[src/rtl/lb_pkg.sv]
// Shared types and helpers for the N-row line buffer: fill-state enum,
// index-width helper and tap slice offset helper.
package lb_pkg;

    typedef enum logic {
        FILL   = 1'b0,
        STREAM = 1'b1
    } fill_state_e;

    // A position counter is never narrower than one bit, even for a 1-wide image.
    function automatic int idx_width(input int n);
        return (n > 1) ? $clog2(n) : 1;
    endfunction

    function automatic int tap_lsb(input int tap, input int bw);
        return tap * bw;
    endfunction

endpackage

[src/rtl/row_delay.sv]
// One COLS-deep circular row memory. The pointer is shared with the other rows,
// so dout is the pixel written exactly COLS accepted pixels earlier.
module row_delay
    import lb_pkg::*;
#(
    parameter int COLS      = 28,
    parameter int BIT_WIDTH = 8
) (
    input  logic                        clk,
    input  logic                        rst,
    input  logic                        en,
    input  logic [idx_width(COLS)-1:0]  ptr,
    input  logic [BIT_WIDTH-1:0]        din,
    output logic [BIT_WIDTH-1:0]        dout
);

    logic [BIT_WIDTH-1:0] mem_q [COLS];

    always_ff @(posedge clk or negedge rst) begin
        if (!rst) begin
            for (int i = 0; i < COLS; i++) mem_q[i] <= '0;
        end else if (en) begin
            mem_q[ptr] <= din;
        end
    end

    // Read-before-write: the old entry at the pointer is the delayed pixel.
    assign dout = mem_q[ptr];

endmodule

[src/rtl/line_buffer_nrow.sv]
// N-row streaming line buffer with position tracking and fill FSM.
// Optional KxK window register (K = NUM_ROWS+1) enabled by LINEBUF_WINDOW_EN.
module line_buffer_nrow
    import lb_pkg::*;
#(
    parameter int COLS      = 28,
    parameter int IMG_ROWS  = 28,
    parameter int NUM_ROWS  = 2,
    parameter int BIT_WIDTH = 8
) (
    input  logic                              clk,
    input  logic                              rst,
    input  logic [BIT_WIDTH-1:0]              rb_in,
    input  logic                              en,
    input  logic                              frame_start,
    output logic [NUM_ROWS*BIT_WIDTH-1:0]     rb_out,
    output logic [idx_width(COLS)-1:0]        col_idx,
    output logic [idx_width(IMG_ROWS)-1:0]    row_idx,
    output logic                              win_valid,
    output logic                              frame_done
`ifdef LINEBUF_WINDOW_EN
    ,
    output logic [(NUM_ROWS+1)*(NUM_ROWS+1)*BIT_WIDTH-1:0] win_out
`endif
);

    localparam int CW = idx_width(COLS);
    localparam int RW = idx_width(IMG_ROWS);
    localparam logic [CW-1:0] COL_LAST = CW'(COLS - 1);
    localparam logic [RW-1:0] ROW_LAST = RW'(IMG_ROWS - 1);
    localparam logic [RW-1:0] FULL_ROW = RW'(NUM_ROWS);

    logic [CW-1:0]  ptr_q, ptr_d;
    logic [CW-1:0]  col_q, col_d;
    logic [RW-1:0]  row_q, row_d;
    logic [CW-1:0]  colIdx_q;
    logic [RW-1:0]  rowIdx_q;
    logic [CW-1:0]  posCol;
    logic [RW-1:0]  posRow;
    logic           winValid_q, winValid_d;
    logic           frameDone_q, frameDone_d;
    logic           colOk;
    fill_state_e    state_q, state_d;
    logic [NUM_ROWS*BIT_WIDTH-1:0] rbOut_q;
    logic [BIT_WIDTH-1:0] tapOut [NUM_ROWS];

    // frame_start makes the pixel accepted this cycle count as (0,0).
    assign posCol = frame_start ? '0 : col_q;
    assign posRow = frame_start ? '0 : row_q;

    for (genvar g = 0; g < NUM_ROWS; g++) begin : g_rows
        logic [BIT_WIDTH-1:0] rowIn;
        if (g == 0) begin : g_first
            assign rowIn = rb_in;
        end else begin : g_chain
            assign rowIn = tapOut[g-1];
        end
        row_delay #(.COLS(COLS), .BIT_WIDTH(BIT_WIDTH)) u_row (
            .clk  (clk),
            .rst  (rst),
            .en   (en),
            .ptr  (ptr_q),
            .din  (rowIn),
            .dout (tapOut[g])
        );
    end

    always_comb begin
        ptr_d = ptr_q;
        col_d = col_q;
        row_d = row_q;
        if (en) begin
            ptr_d = (ptr_q == COL_LAST) ? '0 : ptr_q + CW'(1);
            if (posCol == COL_LAST) begin
                col_d = '0;
                row_d = (posRow == ROW_LAST) ? '0 : posRow + RW'(1);
            end else begin
                col_d = posCol + CW'(1);
                row_d = posRow;
            end
        end else if (frame_start) begin
            col_d = '0;
            row_d = '0;
        end
    end

    always_ff @(posedge clk or negedge rst) begin
        if (!rst) begin
            state_q <= FILL;
        end else begin
            state_q <= state_d;
        end
    end

    // Leave STREAM when the first pixel of a new frame arrives.
    always_comb begin
        state_d = state_q;
        case (state_q)
            FILL:   if (en && posRow == FULL_ROW) state_d = STREAM;
            STREAM: if (frame_start || (en && posRow == '0 && posCol == '0)) state_d = FILL;
            default: state_d = FILL;
        endcase
    end

`ifdef LINEBUF_WINDOW_EN
    localparam int K = NUM_ROWS + 1;
    localparam logic [CW-1:0] WIN_COL_MIN = CW'(K - 1);
    assign colOk = (posCol >= WIN_COL_MIN);
`else
    assign colOk = 1'b1;
`endif

    always_comb begin
        winValid_d  = winValid_q;
        frameDone_d = 1'b0;
        if (en) begin
            winValid_d  = (state_d == STREAM) && colOk;
            frameDone_d = (posRow == ROW_LAST) && (posCol == COL_LAST);
        end else if (frame_start) begin
            winValid_d = 1'b0;
        end
    end

    always_ff @(posedge clk or negedge rst) begin
        if (!rst) begin
            ptr_q       <= '0;
            col_q       <= '0;
            row_q       <= '0;
            colIdx_q    <= '0;
            rowIdx_q    <= '0;
            winValid_q  <= 1'b0;
            frameDone_q <= 1'b0;
            rbOut_q     <= '0;
        end else begin
            ptr_q       <= ptr_d;
            col_q       <= col_d;
            row_q       <= row_d;
            winValid_q  <= winValid_d;
            frameDone_q <= frameDone_d;
            if (en) begin
                colIdx_q <= posCol;
                rowIdx_q <= posRow;
                for (int i = 0; i < NUM_ROWS; i++)
                    rbOut_q[tap_lsb(i, BIT_WIDTH) +: BIT_WIDTH] <= tapOut[i];
            end
        end
    end

`ifdef LINEBUF_WINDOW_EN
    logic [BIT_WIDTH-1:0] newCol [K];
    logic [BIT_WIDTH-1:0] win_q  [K][K];

    always_comb begin
        newCol[0] = rb_in;
        for (int r = 1; r < K; r++) newCol[r] = tapOut[r-1];
    end

    // Older columns are dropped at each row start so no window straddles rows.
    always_ff @(posedge clk or negedge rst) begin
        if (!rst) begin
            for (int r = 0; r < K; r++)
                for (int c = 0; c < K; c++) win_q[r][c] <= '0;
        end else if (en) begin
            for (int r = 0; r < K; r++) begin
                win_q[r][0] <= newCol[r];
                for (int c = 1; c < K; c++)
                    win_q[r][c] <= (posCol == '0) ? '0 : win_q[r][c-1];
            end
        end
    end

    for (genvar r = 0; r < K; r++) begin : g_wr
        for (genvar c = 0; c < K; c++) begin : g_wc
            assign win_out[(r*K+c)*BIT_WIDTH +: BIT_WIDTH] = win_q[r][c];
        end
    end
`endif

    assign rb_out     = rbOut_q;
    assign col_idx    = colIdx_q;
    assign row_idx    = rowIdx_q;
    assign win_valid  = winValid_q;
    assign frame_done = frameDone_q;

endmodule

[config.mk]
export PLATFORM = sky130hd
export DESIGN_NAME = line_buffer_nrow
export DESIGN_NICKNAME = d
export VERILOG_FILES = /design/src/rtl/lb_pkg.sv /design/src/rtl/row_delay.sv /design/src/rtl/line_buffer_nrow.sv
export SDC_FILE = /design/constraint.sdc
export NUM_CORES = 1
export LEC_CHECK = 0
export CAP_MARGIN = 20
export CORE_UTILIZATION = 35
export CTS_CLUSTER_DIAMETER = 200
export CTS_CLUSTER_SIZE = 30
export DETAILED_ROUTE_END_ITERATION = 8
export GPL_TIMING_DRIVEN = 1
export SYNTH_ARGS = -nofsm -noshare
export SYNTH_HDL_FRONTEND = slang
export SYNTH_SLANG_ARGS = --single-unit
[constraint.sdc]
create_clock -name clk -period 3.1 [get_ports clk]
set_clock_uncertainty 0.1 [all_clocks]
set_input_delay 0.31 -clock clk [delete_from_list [all_inputs] [get_ports clk]]
set_output_delay 0.31 -clock clk [all_outputs]
set_load 0.005 [all_outputs]
# [After elaboration in Yosys (flattened, before gate mapping)]
# Index checks and enable logic that the tools add are counted.
[word_totals] memories=0 word_cells=109 ramBits=0 register_bits=492 latch_bits=0 romBits=0 in_bits=12
[op_classes] n_bitwise=2 reduce_logical=9 add_sub_neg=3 eq_ne=4 n_lt_le_gt_ge=2 muxes=24 n_mul=0 n_div=0 shifts=0
[ops] operator="224-bit bitwise mux" count=2
[ops] operator="8-bit binary-select mux with 5-bit select" count=2
[ops] operator="8-bit demux with 5-bit select" count=1
[ops] operator="5-bit 2-to-1 mux" count=8
[ops] operator="8-bit 2-to-1 mux" count=5
[ops] operator="5-bit by 1-bit adder with 5-bit output, second input constant" count=3
[ops] operator="5-bit equality test, second input constant" count=3
[ops] operator="5-bit zero test" count=2
[ops] operator="6-bit >= comparator, second input constant" count=1
[ops] operator="6-bit by 1-bit < comparator with 1-bit output, second input constant" count=1
[ops] operator="5-bit inverter with 6-bit output" count=1
[ops] operator="5-bit by 2-bit equality test with 1-bit output, second input constant" count=1
[ops] operator="1-bit logical AND" count=5
[ops] operator="1-bit 2-to-1 mux" count=5
[ops] operator="1-bit case mux with 2 select lines" count=1
[ops] operator="2-bit nonzero test" count=1
[ops] operator="1-bit logical OR" count=1
[ops] operator="1-bit inverter" count=1

# [Longest topological paths before layout]
[logic_depth] ltp_word=8 depth_mapped=14 ltp_nobuf=8

# [Cells and area by module]
# Synthesis repeated with hierarchy kept, for this count alone.
[hier_totals] hier_cells=1699 hier_area_um2=22932.0
[modules_own_cells] mod="row_delay" area_per_inst_um2=10482.6 instances=2 seq_area_each_um2=5605.4 cells_each=767
[modules_own_cells] mod="line_buffer_nrow" area_per_inst_um2=1966.9 instances=1 seq_area_each_um2=1101.1 cells_each=165

# [Worst setup path before layout]
# OpenSTA, ideal clock, no wires.
[synth_timing] kind="register -> register" start="register ptr_q[0]" end="register g_rows[0].u_row.mem_q[123] (netlist bit)" arrival_time_ps=2648 stages_incl_launch_ff=14 path_slack_ps=227 path_buffers=8 path_cell_list="dfrtp_1 -> buf_6 -> buf_12 -> buf_12 -> buf_12 -> buf_12 -> buf_8 -> buf_4 -> inv_1 -> ha_1 -> and2_1 -> nand2_1 -> clkbuf_1 -> mux2_2"
[synth_via] elab_chain_len=6
[synth_lines] item="start, declared" line="line_buffer_nrow.sv:33" source="logic [CW-1:0] ptr_q, ptr_d;"
[synth_lines] item="start signal, assigned" line="line_buffer_nrow.sv:135" source="ptr_q <= ptr_d;"
[synth_lines] item="5-bit inverter with 6-bit output (implied by the code) (*)" line="row_delay.sv:23" source="mem_q[ptr] <= din;"
[synth_lines] item="6-bit >= comparator (implied by the code) / 6-bit by 1-bit < comparator with 1-bit output (equally long branches)" line="row_delay.sv:23"
[synth_lines] item="1-bit logical AND (implied by the code)" line="row_delay.sv:23"
[synth_lines] item="8-bit 2-to-1 mux (implied by the code)" line="row_delay.sv:23"
[synth_lines] item="8-bit demux with 5-bit select (*)" line="row_delay.sv:23"
[synth_lines] item="224-bit bitwise mux (*)" line="row_delay.sv:23"
[synth_lines] item="end signal, assigned by index" line="row_delay.sv:23"
[synth_lines] item="end, declared" line="row_delay.sv:17" source="logic [BIT_WIDTH-1:0] mem_q [COLS];"
# Every way passes the cells marked *; elsewhere a longest branch is shown, timed or not.
# A chain may end at the register's enable or synchronous reset.

# [Worst setup path in the final report]
[layout_timing] start="register ptr_q[1]" end="register g_rows[1].u_row.mem_q[30] (netlist bit)"
[layout_via] elab_chain_len=6
[layout_lines] item="5-bit inverter with 6-bit output (implied by the code) (*)" line="row_delay.sv:23, row_delay.sv:28"
[layout_lines] item="6-bit >= comparator (implied by the code) / 6-bit by 1-bit < comparator with 1-bit output (equally long branches)" line="row_delay.sv:23"
[layout_lines] item="1-bit logical AND (implied by the code)" line="row_delay.sv:23"
[layout_lines] item="8-bit 2-to-1 mux (implied by the code)" line="row_delay.sv:23"
[layout_lines] item="8-bit demux with 5-bit select" line="row_delay.sv:23"
[layout_lines] item="224-bit bitwise mux (*)" line="row_delay.sv:23"
[layout_lines] item="end signal, assigned by index" line="row_delay.sv:23"
[layout_lines] item="end, declared" line="row_delay.sv:17"
# Every way passes the cells marked *; elsewhere a longest branch is shown, timed or not. The select of a mux whose other input is x is not followed.

==> impl_metrics.ini <==
[timing]
finalHoldViolCount = 0
rsz0062_at_grt = no
min_period_over_period_pct = 87.9
maxSlewHeadroom_pct = 59.8
setup_viol = 0
setup_ws_ns = 0.374
fmax_mhz = 367
slew_violations = 0
finalCriticalPeriod_ns = 2.73
tns_ns = 0
tightest_slew_ns = 0.602

[route]
drt_pass1_iterations = 7
drc = 0
routedWlPerCell_um = 21.4
ant_nets = 0
vias = 14204
vias_per_cell = 5.33
wirelength_mm = 57.0
drtIter0Drc = 940

[placed_design]
place_ws_ns = 0.435
port-buffer-count = 39
place_area_um2 = 24000
gp_congestion = 0.871
hpwl_mm = 39.5
dp_cells = 2638

[clock_network]
clkLatencyLatePin_ns = 0.57
cts.sink_count = 492
ctsHtreeMaxLevel = 1
postCtsSetupBuffers = 0
cts_tree = done
clock_tree.root_cell = clkbuf_16
cts_buffers = 20
clkTransAtPathRegs_ns = 0.12
clock_path_buffers = 3

[worst_setup_path]
critical_path.cell_chain = or4b_2, o22ai_1, a211o_1, nor2_1, buf_4, o21ai_0
end_kind = flip-flop
critPathTopFamily = simple AND/OR/NAND/NOR gates
r2r-end = g_rows[1].u_row.mem_q[30]
cp_slowest_stage_delay_ns = 0.91
slowest_stage = or4b_2
arrival_ns = 3.10
worstSetupPathDepth = 6
cp.required_ns = 3.48
critPathKind = reg -> reg
cp_max_fo = 24
rr_worst_depth = 6
crit_buf_inv = 1
startpoint_type = flip-flop
r2r-start = ptr_q[1]
reg2reg_slack_ns = 0.37

[die]
core.rowCount = 91
start_util_pct = 35.7
die_x_um = 254
core_area_um2 = 62100
die_y_um = 254
pin_count = 40
dieArea_um2 = 64300

[hold_path]
min_path_cells = 4
hold_class = in -> reg
worstHoldStart = en
hold_end = ptr_q[3]

[cells_and_area]
layout_common_cells = dfrtp_1 (490), mux2_2 (248), nand2_1 (204)
nets = 1845
utilization_pct = 39.5
diodes = 0
area_growth_syn_to_layout_pct = 10.8
nFillCells = 5876
finalInstanceArea_um2 = 24500
drive_gt1_share_pct = 26.7
mostFrequentLayoutCell = dfrtp_1
final_cells = 2663

[status]
outcome = finished, final reports clean

[yosys]
ys_async_sr_fraction_pct = 100
yosysUniqueCellTypes = 66
yosys.area.top_type = dfrtp_1
synth_top_area_share_pct = 55.6
synth_seq_cells = 492
synth_warnings = 0
synth_area_um2 = 22100
ys_top_cells_by_area = dfrtp_1 (56%), mux2_2 (13%), mux4_2 (5.5%)
synthCells = 1780
seq_area_frac_synth_pct = 55.6
syn-num-nets = 1801
synthFlopType = dfrtp_1
avgSynthCellArea_um2 = 12.4
synth_edf_count = 0

[global_routing]
use_met2_pct = 31.2
antenna_found_initial = 1
busiest_layer = met2
track_usage_pct = 18.3
first_global_vias = 14592
met3_usage_pct = 1.59
met1_usage_pct = 25.2
grt_pass1_wl_mm = 90.4
grt_overflow = 0
grt_max_degree = 86

[power_and_ir_drop]
leakagePower_nw = 11.0
ir_drop_uv = 417
power_density_nw_per_um2 = 931

[run]
cap_violations = 0
[timing repair]
| item | CTS | global route |
|---|---|---|
| resized for setup | 0 | 0 |
| hold buffers | 1 | 0 |
| endpoints found under the hold margin | 54 | 0 |
[registers in the layout, summed over array words and instances, names as in the netlist]
register / cells
ptr_q: 5
col_idx: 5
row_q: 5
g_rows.u_row.mem_q: 448
state_q: 1
col_q: 5
rb_out: 16
frame_done: 1
row_idx: 5
win_valid: 1
[Yosys cell counts, types with 6 or more instances]
cell / number
o22ai_1: 36
mux4_1: 6
nor2b_1: 11
o21ai_0: 162
nand2b_1: 7
a22oi_4: 6
a21oi_1: 66
buf_6: 8
nor3_1: 9
nor2_1: 98
mux2_2: 248
dfrtp_1: 492
inv_1: 12
mux2i_1: 89
clkbuf_2: 6
a211oi_1: 6
mux4_2: 54
o21ai_1: 15
ha_1: 9
clkbuf_1: 60
buf_1: 8
a31oi_1: 12
buf_2: 46
buf_4: 17
nand2_1: 204
[cell families after synthesis]
family,count (synthesis),share of synthesized area (%)
buffers and inverters,163,4.03
adder cells (fa/ha/maj),9,0.509
flip-flops,492,55.6
multiplexers,400,23.2
AND/OR/NAND/NOR,370,7.35
XOR/XNOR,8,0.316
AO/OA/AOI/OAI,338,9.01
[per-stage QoR]
stage	hold slack, ns	total power [mW]
floorplan	-0.0856	16.4
global placement	0.216	19.4
detailed placement	0.223	19.8
CTS	0.142	23.0
global route	0.183	24.1
finish	0.168	22.8
[where the power goes]
| group | internal (mW) | total [mW] | switching [mW] |
|---|---|---|---|
| clock network | 1.26 | 3.25 | 2.00 |
| registers | 8.79 | 10.2 | 1.42 |
| logic | 4.45 | 9.37 | 4.92 |
[routing by layer]
metal	vias up	share of wire [%]
met5	-	0
met1	7470	45
met3	54	3.7
li1	6385	-
met2	295	49
met4	0	1.7
[final cells by class]
cell class	instances	area [µm²]	area share (%)
tap	837	1050	4.27
clock buffer	23	533	2.17
sequential	492	12300	50.2
multi-input combinational	1125	8960	36.5
timing repair buffer	173	1600	6.52
clock inverter	1	20.0	0.0816
inverter	12	45.0	0.184
[worst min-delay path, delay by kind of cell]
family | cells | cell delay [ns]
buffers and inverters | 1 | 0.17
AOI/OAI and AO/OA | 1 | 0.12
and+or+nand+nor | 1 | 0.13
xor gates and xnor gates | 1 | 0.08
[how the worst max path moves through the flow]
stage | from | slack (ns) | to
final | ptr_q[1] | 0.37 | g_rows[1].u_row.mem_q[30]
after global routing | ptr_q[3] | 0.29 | g_rows[1].u_row.mem_q[25]
after CTS | ptr_q[1] | 0.39 | g_rows[1].u_row.mem_q[30]
after detailed placement | ptr_q[3] | 0.43 | g_rows[1].u_row.mem_q[89]
after global placement | ptr_q[1] | 0.47 | rb_out[6]
after floorplan | ptr_q[0] | 0.23 | g_rows[0].u_row.mem_q[123]
(Power assumes the default switching activity.)
